<file path="src/rtl/cga_comp_pkg.sv">
// Shared constants for the CGA composite encoder: mode codes, colour-phase
// offsets, luma tables and DAC-width scaling.
package cga_comp_pkg;

    localparam int unsigned BASE_W = 7;

    localparam logic [1:0] MODE_OLD = 2'b00;
    localparam logic [1:0] MODE_NEW = 2'b01;

    // Colour-phase offsets in units of SC_CLKS/8 clk
    localparam int unsigned OFF_YELLOW  = 0;
    localparam int unsigned OFF_RED     = 2;
    localparam int unsigned OFF_MAGENTA = 3;
    localparam int unsigned OFF_BLUE    = 4;
    localparam int unsigned OFF_CYAN    = 6;
    localparam int unsigned OFF_GREEN   = 7;

    // Element [rgb] is the base luma for that RGB value
    localparam logic [7:0][6:0] LUMA_OLD =
        {7'd68, 7'd60, 7'd46, 7'd39, 7'd56, 7'd49, 7'd36, 7'd29};
    localparam logic [7:0][6:0] LUMA_NEW =
        {7'd68, 7'd63, 7'd45, 7'd41, 7'd57, 7'd52, 7'd33, 7'd29};

    localparam logic [6:0] INT_OLD = 7'd31;
    localparam logic [6:0] CHR_OLD = 7'd28;
    localparam logic [6:0] INT_NEW = 7'd28;
    localparam logic [6:0] CHR_NEW = 7'd26;

    function automatic logic [15:0] scale_lvl(input logic [6:0] value, input int unsigned out_w);
        return 16'(value) << (out_w - BASE_W);
    endfunction

endpackage

</file>
<file path="src/rtl/cga_subcarrier_gen.sv">
// Colour-subcarrier phase counter with run-time hue rotation; produces the
// pixel sample enable and the six colour-phase square waves.
module cga_subcarrier_gen
    import cga_comp_pkg::*;
#(
    parameter int unsigned SC_CLKS = 8
)
(
    input  logic       clk,
    input  logic       reset_n,
    input  logic [2:0] hue_adj,
    output logic       se_c,
    output logic [5:0] col_c
);

    localparam int unsigned PH_W = $clog2(SC_CLKS);
    localparam int unsigned K    = SC_CLKS / 8;

    logic [PH_W-1:0] ph_q;
    logic [PH_W-1:0] ph_d;
    logic [PH_W-1:0] rot_c;

    function automatic logic phase_on(input logic [PH_W-1:0] rot, input int unsigned off);
        logic [PH_W-1:0] d;
        d = rot - PH_W'(off * K);
        return d < PH_W'(SC_CLKS / 2);
    endfunction

    always_ff @(posedge clk or negedge reset_n) begin
        if (!reset_n) ph_q <= '0;
        else          ph_q <= ph_d;
    end

    always_comb begin
        ph_d  = (ph_q == PH_W'(SC_CLKS - 1)) ? '0 : ph_q + PH_W'(1);
        rot_c = ph_q - PH_W'(hue_adj) * PH_W'(K);
        se_c  = ph_q[0];
        // Bit order matches colour-select index 6..1
        col_c = {phase_on(rot_c, OFF_YELLOW), phase_on(rot_c, OFF_MAGENTA),
                 phase_on(rot_c, OFF_RED),    phase_on(rot_c, OFF_CYAN),
                 phase_on(rot_c, OFF_GREEN),  phase_on(rot_c, OFF_BLUE)};
    end

endmodule

</file>
<file path="src/rtl/cga_composite_ng.sv">
// CGA composite encoder: IRGB plus CRTC syncs in, composite sync, burst
// window and colour-modulated luma code out.
module cga_composite_ng
    import cga_comp_pkg::*;
#(
    parameter int unsigned OUT_W       = 7,
    parameter int unsigned SC_CLKS     = 8,
    parameter int unsigned HS_START    = 2,
    parameter int unsigned HS_END      = 6,
    parameter int unsigned BURST_START = 7,
    parameter int unsigned BURST_END   = 9,
    parameter int unsigned HCNT_MAX    = 11,
    parameter int unsigned VS_LINES    = 3
)
(
    input  logic             clk,
    input  logic             reset_n,
    input  logic             lclk,
    input  logic             hclk,
    input  logic [3:0]       video,
    input  logic             hsync,
    input  logic             vsync_l,
    input  logic [1:0]       mode,
    input  logic [2:0]       hue_adj,
    output logic             hsync_out,
    output logic             vsync_out,
    output logic             csync_out,
    output logic             burst_out,
    output logic [OUT_W-1:0] comp_video
);

    localparam int unsigned HC_W  = $clog2(HCNT_MAX + 1);
    localparam int unsigned VC_W  = $clog2(VS_LINES + 2);
    localparam int unsigned SUM_W = OUT_W + 1;

    logic             se_c;
    logic [5:0]       col_c;

    logic             hclk_q, hclk_d;
    logic             hs_q, hs_d;
    logic             vs_q, vs_d;
    logic [HC_W-1:0]  hcount_q, hcount_d;
    logic [VC_W-1:0]  vcount_q, vcount_d;
    logic [3:0]       vid_q, vid_d;
    logic             hsync_q, hsync_d;
    logic             vsync_q, vsync_d;
    logic             sync_x_q, sync_x_d;
    logic             burst_q, burst_d;
    logic [OUT_W-1:0] comp_q, comp_d;

    logic             vtrig_c;
    logic             hsync_c, vsync_c, csync_c, burst_c;
    logic [2:0]       idx_c;
    logic [7:0]       sel_c;
    logic             chroma_c, new_c;
    logic [6:0]       luma_c, int_c, chr_c;
    logic [SUM_W-1:0] sum_c;
    logic [OUT_W-1:0] level_c;

    cga_subcarrier_gen #(.SC_CLKS(SC_CLKS)) u_sc (
        .clk     (clk),
        .reset_n (reset_n),
        .hue_adj (hue_adj),
        .se_c    (se_c),
        .col_c   (col_c)
    );

    always_ff @(posedge clk or negedge reset_n) begin
        if (!reset_n) begin
            hclk_q   <= 1'b0;
            hs_q     <= 1'b0;
            vs_q     <= 1'b0;
            hcount_q <= '0;
            vcount_q <= '0;
            vid_q    <= '0;
            hsync_q  <= 1'b0;
            vsync_q  <= 1'b0;
            sync_x_q <= 1'b0;
            burst_q  <= 1'b0;
            comp_q   <= '0;
        end else begin
            hclk_q   <= hclk_d;
            hs_q     <= hs_d;
            vs_q     <= vs_d;
            hcount_q <= hcount_d;
            vcount_q <= vcount_d;
            vid_q    <= vid_d;
            hsync_q  <= hsync_d;
            vsync_q  <= vsync_d;
            sync_x_q <= sync_x_d;
            burst_q  <= burst_d;
            comp_q   <= comp_d;
        end
    end

    // Sync sampling, character counter and vsync line counter
    always_comb begin
        hclk_d   = hclk;
        hs_d     = hs_q;
        vs_d     = vs_q;
        hcount_d = hcount_q;
        vcount_d = vcount_q;
        vid_d    = vid_q;

        if (hclk && !hclk_q) begin
            hs_d = hsync;
            vs_d = vsync_l;
        end
        if (se_c) vid_d = video;

        if (lclk) begin
            if (!hs_q || hcount_q == HC_W'(HCNT_MAX)) hcount_d = '0;
            else                                      hcount_d = hcount_q + HC_W'(1);
        end

        vtrig_c = lclk && hs_q && (hcount_q == HC_W'(1));
        if (vtrig_c) begin
            if (!vs_q)                                  vcount_d = '0;
            else if (vcount_q != VC_W'(VS_LINES + 1))   vcount_d = vcount_q + VC_W'(1);
        end
    end

    // Sync windows, colour select and luma sum for the output stage
    always_comb begin
        hsync_c  = (hcount_q >= HC_W'(HS_START)) && (hcount_q < HC_W'(HS_END));
        vsync_c  = (vcount_q != '0) && (vcount_q <= VC_W'(VS_LINES));
        csync_c  = ~(hsync_c ^ vsync_c);
        burst_c  = !mode[1] && !vs_q &&
                   (hcount_q >= HC_W'(BURST_START)) && (hcount_q < HC_W'(BURST_END));

        idx_c    = {vid_q[2] ^ burst_c, vid_q[1] ^ burst_c, vid_q[0]};
        sel_c    = {1'b1, col_c, 1'b0};
        chroma_c = mode[1] ? (|vid_q[2:0]) : sel_c[idx_c];

        new_c    = (mode == MODE_NEW);
        luma_c   = new_c ? LUMA_NEW[vid_q[2:0]] : LUMA_OLD[vid_q[2:0]];
        int_c    = vid_q[3] ? (new_c ? INT_NEW : INT_OLD) : 7'd0;
        chr_c    = chroma_c ? (new_c ? CHR_NEW : CHR_OLD) : 7'd0;

        sum_c    = SUM_W'(scale_lvl(luma_c, OUT_W)) + SUM_W'(scale_lvl(int_c, OUT_W)) +
                   SUM_W'(scale_lvl(chr_c, OUT_W));
        level_c  = sum_c[OUT_W] ? {OUT_W{1'b1}} : sum_c[OUT_W-1:0];

        hsync_d  = hsync_c;
        vsync_d  = vsync_c;
        sync_x_d = hsync_c ^ vsync_c;
        burst_d  = burst_c;
        comp_d   = csync_c ? level_c : '0;
    end

    assign hsync_out  = hsync_q;
    assign vsync_out  = vsync_q;
    assign csync_out  = ~sync_x_q;
    assign burst_out  = burst_q;
    assign comp_video = comp_q;

endmodule

</file>
<file path="config.mk">
export PLATFORM = sky130hd
export DESIGN_NAME = cga_composite_ng
export DESIGN_NICKNAME = d
export VERILOG_FILES = /design/src/rtl/cga_comp_pkg.sv /design/src/rtl/cga_subcarrier_gen.sv /design/src/rtl/cga_composite_ng.sv
export SDC_FILE = /design/constraint.sdc
export NUM_CORES = 1
export LEC_CHECK = 0
export ABC_CLOCK_PERIOD_IN_PS = 5500
export CAP_MARGIN = 20
export CORE_MARGIN = 2
export CORE_UTILIZATION = 50
export DETAILED_ROUTE_END_ITERATION = 7
export MAX_ROUTING_LAYER = met4
export PLACE_DENSITY = 0.79
export SLEW_MARGIN = 15
export SYNTH_ARGS = -nofsm -noshare
export SYNTH_HDL_FRONTEND = slang
export SYNTH_SLANG_ARGS = --single-unit
</file>
<file path="constraint.sdc">
create_clock -name clk -period 5.5 [get_ports clk]
set_input_delay 0.55 -clock clk [delete_from_list [all_inputs] [get_ports clk]]
set_output_delay 0.55 -clock clk [all_outputs]
set_load 0.005 [all_outputs]
</file>
==> results of run 1 <==
-- where the power goes --
| group | internal [mW] | switching [mW] |
|---|---|---|
| Clock | 0.0491 | 0.0574 |
| Combinational | 0.157 | 0.144 |
| Sequential | 0.260 | 0.0331 |
-- path summary, 6_finish.rpt --
| path | depth (start not counted) | start | slack, ns | endpoint |
|---|---|---|---|---|
| setup / recovery | 18 | hue_adj[0] | 0.77 | comp_video[2] |
| hold / removal | 1 | u_sc.ph_q[1] | 0.54 | u_sc.ph_q[1] |
| setup reg to reg | 18 | u_sc.ph_q[0] | 0.94 | comp_video[2] |
| hold reg to reg | 1 | u_sc.ph_q[1] | 0.54 | u_sc.ph_q[1] |
| max in group asynchronous | 2 | reset_n | 4.60 | vid_q[3] |
| min in group asynchronous | 2 | reset_n | 0.65 | vsync_out |
-- sequential cells by signal, indices dropped and copies added (netlist names), 3 cells and up --
name / count
vid_q: 4
u_sc.ph_q: 3
vcount_q: 3
comp_video: 7
hcount_q: 4
-- stage by stage --
| stage | total power, mW | hold slack [ns] | util [%] | cells |
|---|---|---|---|---|
| 6_report | 0.7001 | 0.5396 | 61.90 | 275 |
| 5_1_grt | 0.7612 | 0.5794 | 61.90 | 275 |
| 4_1_cts | 0.7052 | 0.5468 | 61.90 | 275 |
| 3_5_place_dp | 0.5998 | 0.5272 | 60.80 | 272 |
| 3_3_place_gp | 0.5910 | 0.5261 | 60.80 | 272 |
| 2_1_floorplan | 0.4786 | 0.2544 | - | 204 |
-- final cells by class --
cell class | instances | area share (%)
clock buffers | 3 | 1.782
inverters | 23 | 3.726
multi-input cells | 147 | 50.54
flip-flops and latches | 28 | 30.24
well taps | 48 | 2.592
repair buffers | 26 | 11.12
-- cell usage after synthesis (all sizes together), types with 6 or more instances --
library cell | count | share of area (%)
fa | 6 | 6.1
a21oi | 15 | 3.8
nand3 | 6 | 1.5
o21ai | 15 | 4.0
ha | 22 | 14
clkbuf | 6 | 1.1
nand2 | 18 | 3.4
nor2 | 8 | 1.5
inv | 23 | 4.4
dfrtp | 28 | 35
nand2b | 7 | 2.2
-- metal layers --
| layer | track usage (%) | routed length [um] | vias up |
|---|---|---|---|
| li1 | - | - | 742 |
| met1 | 22.83 | 1537 | 687 |
| met2 | 29.50 | 1635 | 34 |
| met3 | 4.054 | 126 | 4 |
| met4 | 2.296 | 19 | 0 |
| met5 | - | 0 | - |
-- worst register-to-register path: stages, from the launching register on --
cell	delay, ns
dfrtp_1	0.48
inv_1	0.10
ha_1	0.14
inv_1	0.05
fa_1	0.39
xor2_2	0.33
mux2_4	0.33
a22o_1	0.19
a2111o_1	0.42
nand4_2	0.11
mux2_2	0.20
fa_1	0.43
ha_1	0.34
nor2b_1	0.14
o21ai_1	0.11
nand2b_1	0.11
a21oi_1	0.16
or2_0	0.28
a21oi_1	0.12
-- cell families (layout without fill, tap and decap cells) --
logic type	count (synthesis)	after routing	synth area share (%)
adders and majority gates	28	28	19.96
xor gates and xnor gates	6	6	3.412
muxes	8	8	5.180
DFF	28	28	35.38
AOI/OAI and AO/OA	47	47	14.91
and+or+nand+nor	58	58	15.67
buffers and inverters	29	52	5.496
-- cell usage in the layout (no fill, tap or decap), drive strengths merged, types with 2 or more instances in the layout --
cell           Yosys  layout
ha                22      22
a211oi             2       2
xor2               5       5
nand2b             7       7
mux2i              2       2
nand3              6       6
fa                 6       6
nand4              2       2
inv               23      23
and2               2       2
nor3               2       2
a21o               2       2
nor2               8       8
nor4bb             2       2
a21oi             15      15
clkbuf             6       3
clkdlybuf4s50      0      25
nor2b              4       4
nand3b             2       2
dfrtp             28      28
mux2               5       5
nand2             18      18
a22o               2       2
o22ai              3       3
o21ai             15      15
==> impl_metrics.py, run 1 <==
metrics = {
    "outcome": {
        "status": "finished, final reports clean",
    },
    "yosys": {
        "synthFlopType": "dfrtp_1",
        "yosysWarningCount": 0,
        "async_flop_share_pct": 100.0,
        "ys_seq_area_share_pct": 35.38,
        "synth_area_per_cell_sq_um": 9.709,
        "synth-seq-cells": 28,
        "synth_edf_count": 0,
        "yosysUniqueCellTypes": 46,
        "netlist_area_sq_mm": 0.001981,
        "synth_nets": 247,
        "synth_cells": 204,
    },
    "timing": {
        "max_freq_ghz": 0.2114,
        "drv_slew": 0,
        "finClkSkew_ns": 0.003969,
        "tns_ns": 0,
        "worst_pin_slew_ns": 0.5336,
        "finalCritPeriodShare_pct": 85.99,
        "finalSetupViolations": 0,
        "slew_headroom_pct": 64.31,
        "post-route-min-period_ns": 4.729,
        "rsz0062_at_grt": "false",
        "fin_ws_ns": 0.7706,
        "hold_violations": 0,
    },
    "floorplanning": {
        "rows": 22,
        "die_w_um": 66.94,
        "start_util_pct": 52.91,
        "die_h_um": 66.94,
        "fp.coreArea_sq_mm": 0.003744,
        "io_pins": 26,
        "die_area_sq_mm": 0.004481,
    },
    "layout": {
        "drive_gt1_share_pct": 7.489,
        "n_fill_cell": 336,
        "multi_input_comb_area_sq_mm": 0.001171,
        "nets": 272,
        "regArea_sq_um": 700.7,
        "stdcell_area_sq_mm": 0.002317,
        "diodes": 0,
        "areaGrowthSynthToFinish_pct": 16.99,
    },
    "clock_network": {
        "numCtsBuffers": 3,
        "cts_tree": "done",
        "cts_hold_buf": 0,
        "clk_pin_slew_ns": 0.09,
        "postCtsSetupRepairBufs": 0,
        "cts_buffer_depth": 2,
        "cts_root_buf": "clkbuf_8",
        "clk-insertion-delay-late_ns": 0.27,
        "cts_resized": 0,
        "htreeDepth": 1,
        "clkSinkCount": 28,
    },
    "worst_setup_path": {
        "crit_chain": "clkdlybuf4s50_1 -> ha_1 -> inv_1 -> fa_1 -> xor2_2 -> mux2_4 -> a22o_1 -> a2111o_1 -> nand4_2 -> mux2_2 -> fa_1 -> ha_1 -> nor2b_1 -> o21ai_1 -> nand2b_1 -> a21oi_1 -> or2_0 -> a21oi_1",
        "cp.buffers_inverters": 2,
        "slowest_delay_ns": 0.46,
        "worstPathArrival_ns": 4.86,
        "critPathKind": "input pin to flop",
        "end_kind": "flop",
        "path_max_fanout": 6,
        "slowest_stage": "clkdlybuf4s50_1",
        "crit_family": "adder cells",
        "worstPathRequired_ns": 5.63,
        "worstSetupStartpointType": "input pin",
    },
    "routing": {
        "first_pass_iters": 4,
        "drc": 0,
        "drtAntennaViolNets": 0,
        "vias": 1467,
        "wire_per_inst_um": 12.07,
        "first_iter_violations": 46,
        "drt_wl_total_um": 3318,
        "via_per_inst": 5.335,
    },
    "placed_design": {
        "placed_cell_area_sq_mm": 0.002276,
        "portBuffers": 25,
        "dp_slack_ns": 0.4728,
        "hpwl_um": 2590,
        "gp_congestion": 0.8404,
    },
    "global_routing": {
        "antenna_found_initial": 0,
        "grt_overflow": 0,
        "grt_pass1_vias": 1311,
        "grt_usage_pct": 17.74,
        "grt_pass1_wl_um": 5947,
        "grt_max_degree": 29,
    },
    "worst_hold_path": {
        "hp-class": "flop to flop",
    },
    "power_and_ir_drop": {
        "leakage_nw": 1.069,
        "power.density_mw_per_mm2": 302.1,
        "irDropWorstVdd_uv": 190.1,
    },
    "flow_run": {
        "maxCapViolCount": 0,
    },
}
Note: power is estimated with default switching activity, not from simulation.
==> run 2: changes to the inputs <==
CAP_MARGIN = unset   (was 20)
CTS_BUF_LIST = sky130_fd_sc_hd__clkbuf_16   (was unset)
==> run 2 against run 1 <==
  * Sequential cell count did not move
  * Sequential power barely moved
  * Critical endpoint is now comp_video[6]
  * Hold slack got worse by 0.0035 ns
  * Sequential share of layout area fell by 0.43 points
  * Clock-buffer cell count did not move
  * Cell count did not move
  * First-iteration DRC count rose by 30%
  * Cell area rose by 1.5%
  * Combinational power barely moved
  * Highest routed layer unchanged
==> impl_metrics.py, run 2 (synthesis gave the netlist of run 1 again) <==
metrics = {
    "clock_network": {
        "cts_tree": "done",
        "htreeDepth": 1,
        "postCtsSetupRepairBufs": 0,
        "cts_hold_buf": 0,
        "cts_buffer_depth": 2,
        "clk_pin_slew_ns": 0.06,
        "cts_root_buf": "clkbuf_16",
        "cts_resized": 0,
        "clkSinkCount": 28,
        "numCtsBuffers": 3,
        "clk-insertion-delay-late_ns": 0.25,
    },
    "global_routing": {
        "antenna_found_initial": 0,
        "grt_usage_pct": 18.26,
        "grt_overflow": 0,
        "grt_pass1_vias": 1353,
        "grt_pass1_wl_um": 6051,
        "grt_max_degree": 29,
    },
    "routing": {
        "first_pass_iters": 4,
        "drt_wl_total_um": 3489,
        "drtAntennaViolNets": 0,
        "first_iter_violations": 60,
        "drc": 0,
        "vias": 1456,
        "via_per_inst": 5.295,
        "wire_per_inst_um": 12.69,
    },
    "floorplanning": {
        "die_area_sq_mm": 0.004481,
        "start_util_pct": 52.91,
        "fp.coreArea_sq_mm": 0.003744,
        "die_w_um": 66.94,
        "rows": 22,
        "die_h_um": 66.94,
        "io_pins": 26,
    },
    "timing": {
        "rsz0062_at_grt": "false",
        "max_freq_ghz": 0.2084,
        "worst_pin_slew_ns": 0.5528,
        "finClkSkew_ns": 0.001011,
        "holdWs_ns": 0.5361,
        "finalCritPeriodShare_pct": 87.26,
        "post-route-min-period_ns": 4.800,
        "finalSetupViolations": 0,
        "hold_violations": 0,
        "drv_slew": 0,
        "tns_ns": 0,
        "slew_headroom_pct": 63.02,
    },
    "worst_setup_path": {
        "critPathKind": "input pin to flop",
        "path_max_fanout": 6,
        "crit_family": "compound AO/OA/AOI/OAI gates",
        "worstPathArrival_ns": 4.91,
        "slowest_delay_ns": 0.55,
        "worstSetupStartpointType": "input pin",
        "cp.buffers_inverters": 3,
        "worstPathRequired_ns": 5.61,
        "crit_chain": "clkdlybuf4s50_1 -> ha_1 -> inv_1 -> fa_1 -> xor2_2 -> mux2_4 -> a22o_1 -> a2111o_1 -> nand4_2 -> a22oi_1 -> fa_1 -> inv_1 -> ha_1 -> a21o_1 -> a21oi_1 -> nor2b_1 -> o21ai_0 -> a22o_1 -> a21oi_1",
        "slowest_stage": "fa_1",
        "end_kind": "flop",
    },
    "placed_design": {
        "hpwl_um": 2590,
        "portBuffers": 25,
        "gp_congestion": 0.8404,
    },
    "power_and_ir_drop": {
        "swShare_pct": 31.87,
        "power.density_mw_per_mm2": 320.7,
        "p_comb_share_pct": 40.3,
        "leakage_nw": 1.084,
        "finalPower_uw": 753.9,
        "clkPwrFrac_pct": 20.7,
        "seqPwrFrac_pct": 38.9,
        "p_switching_uw": 240.2,
        "p_int_uw": 513.6,
        "irDropWorstVdd_uv": 229.9,
    },
    "layout": {
        "nets": 272,
        "drive_gt1_share_pct": 7.489,
        "areaGrowthSynthToFinish_pct": 18.70,
        "layout_commonest_cell": "dfrtp_1",
        "final_cell_mix": "28 x dfrtp_1, 25 x clkdlybuf4s50_1, 22 x ha_1, 21 x inv_1, 18 x nand2_1",
        "diodes": 0,
        "largest_register_ffs": 7,
    },
    "worst_hold_path": {
        "hp-class": "flop to flop",
    },
    "flow_run": {
        "maxCapViolCount": 0,
    },
    "outcome": {
        "status": "finished, final reports clean",
    },
}
[run 2: changes by cell type in the layout (fill, tap and decap cells not counted)]
cell | previous run | this run
clkbuf_8 | 3 | 0
clkbuf_16 | 0 | 3
[run 2: path summary, 6_finish.rpt]
path,startpoint,endpoint,slack (ns),cells past startpoint
hold reg to reg,u_sc.ph_q[1],u_sc.ph_q[1],0.54,1
max in group asynchronous,reset_n,vid_q[3],4.58,2
hold / removal,u_sc.ph_q[1],u_sc.ph_q[1],0.54,1
setup / recovery,hue_adj[0],comp_video[6],0.70,19
min in group asynchronous,reset_n,vsync_out,0.67,2
setup reg to reg,u_sc.ph_q[0],comp_video[6],0.89,19
[run 2: cell type report]
class | count | area (sq um)
fill | 325 | 1393
multi-input combinational | 147 | 1171
sequential | 28 | 700.7
timing repair buffer | 26 | 257.7
inverter | 23 | 86.33
clock buffer | 3 | 75.07
tap | 48 | 60.06
[run 2: routing by layer]
layer,track usage [%],wire length (um),vias to the layer above
met5,-,0,-
met4,3.571,21,0
met3,3.547,129,2
met2,31.75,1825,33
met1,22.19,1512,682
li1,-,-,739
[run 2: power by group through the flow]
stage,logic (mW),clock network (mW),registers (mW)
5_1_grt,0.346,0.169,0.300
3_3_place_gp,0.295,0,0.296
4_1_cts,0.306,0.159,0.293
6_report,0.304,0.156,0.294
3_5_place_dp,0.303,0,0.297
2_1_floorplan,0.184,0,0.295
[run 2: stage by stage]
step / util [%] / setup slack (ns) / instances / area, sq um
after floorplan: - / 1.135 / 204 / 1981
after global placement: 60.80 / 0.5883 / 272 / 2276
after detailed placement: 60.80 / 0.4728 / 272 / 2276
after CTS: 62.80 / 0.6926 / 275 / 2351
after global routing: 62.80 / 0.4196 / 275 / 2351
final: 62.80 / 0.7005 / 275 / 2351
==> run 3: changes to the inputs <==
CAP_MARGIN = 20   (was unset)
SKIP_LAST_GASP = 1   (was unset)
==> results of run 3 <==
Same layout as run 2: the final DEF is identical, and so are final timing and power.
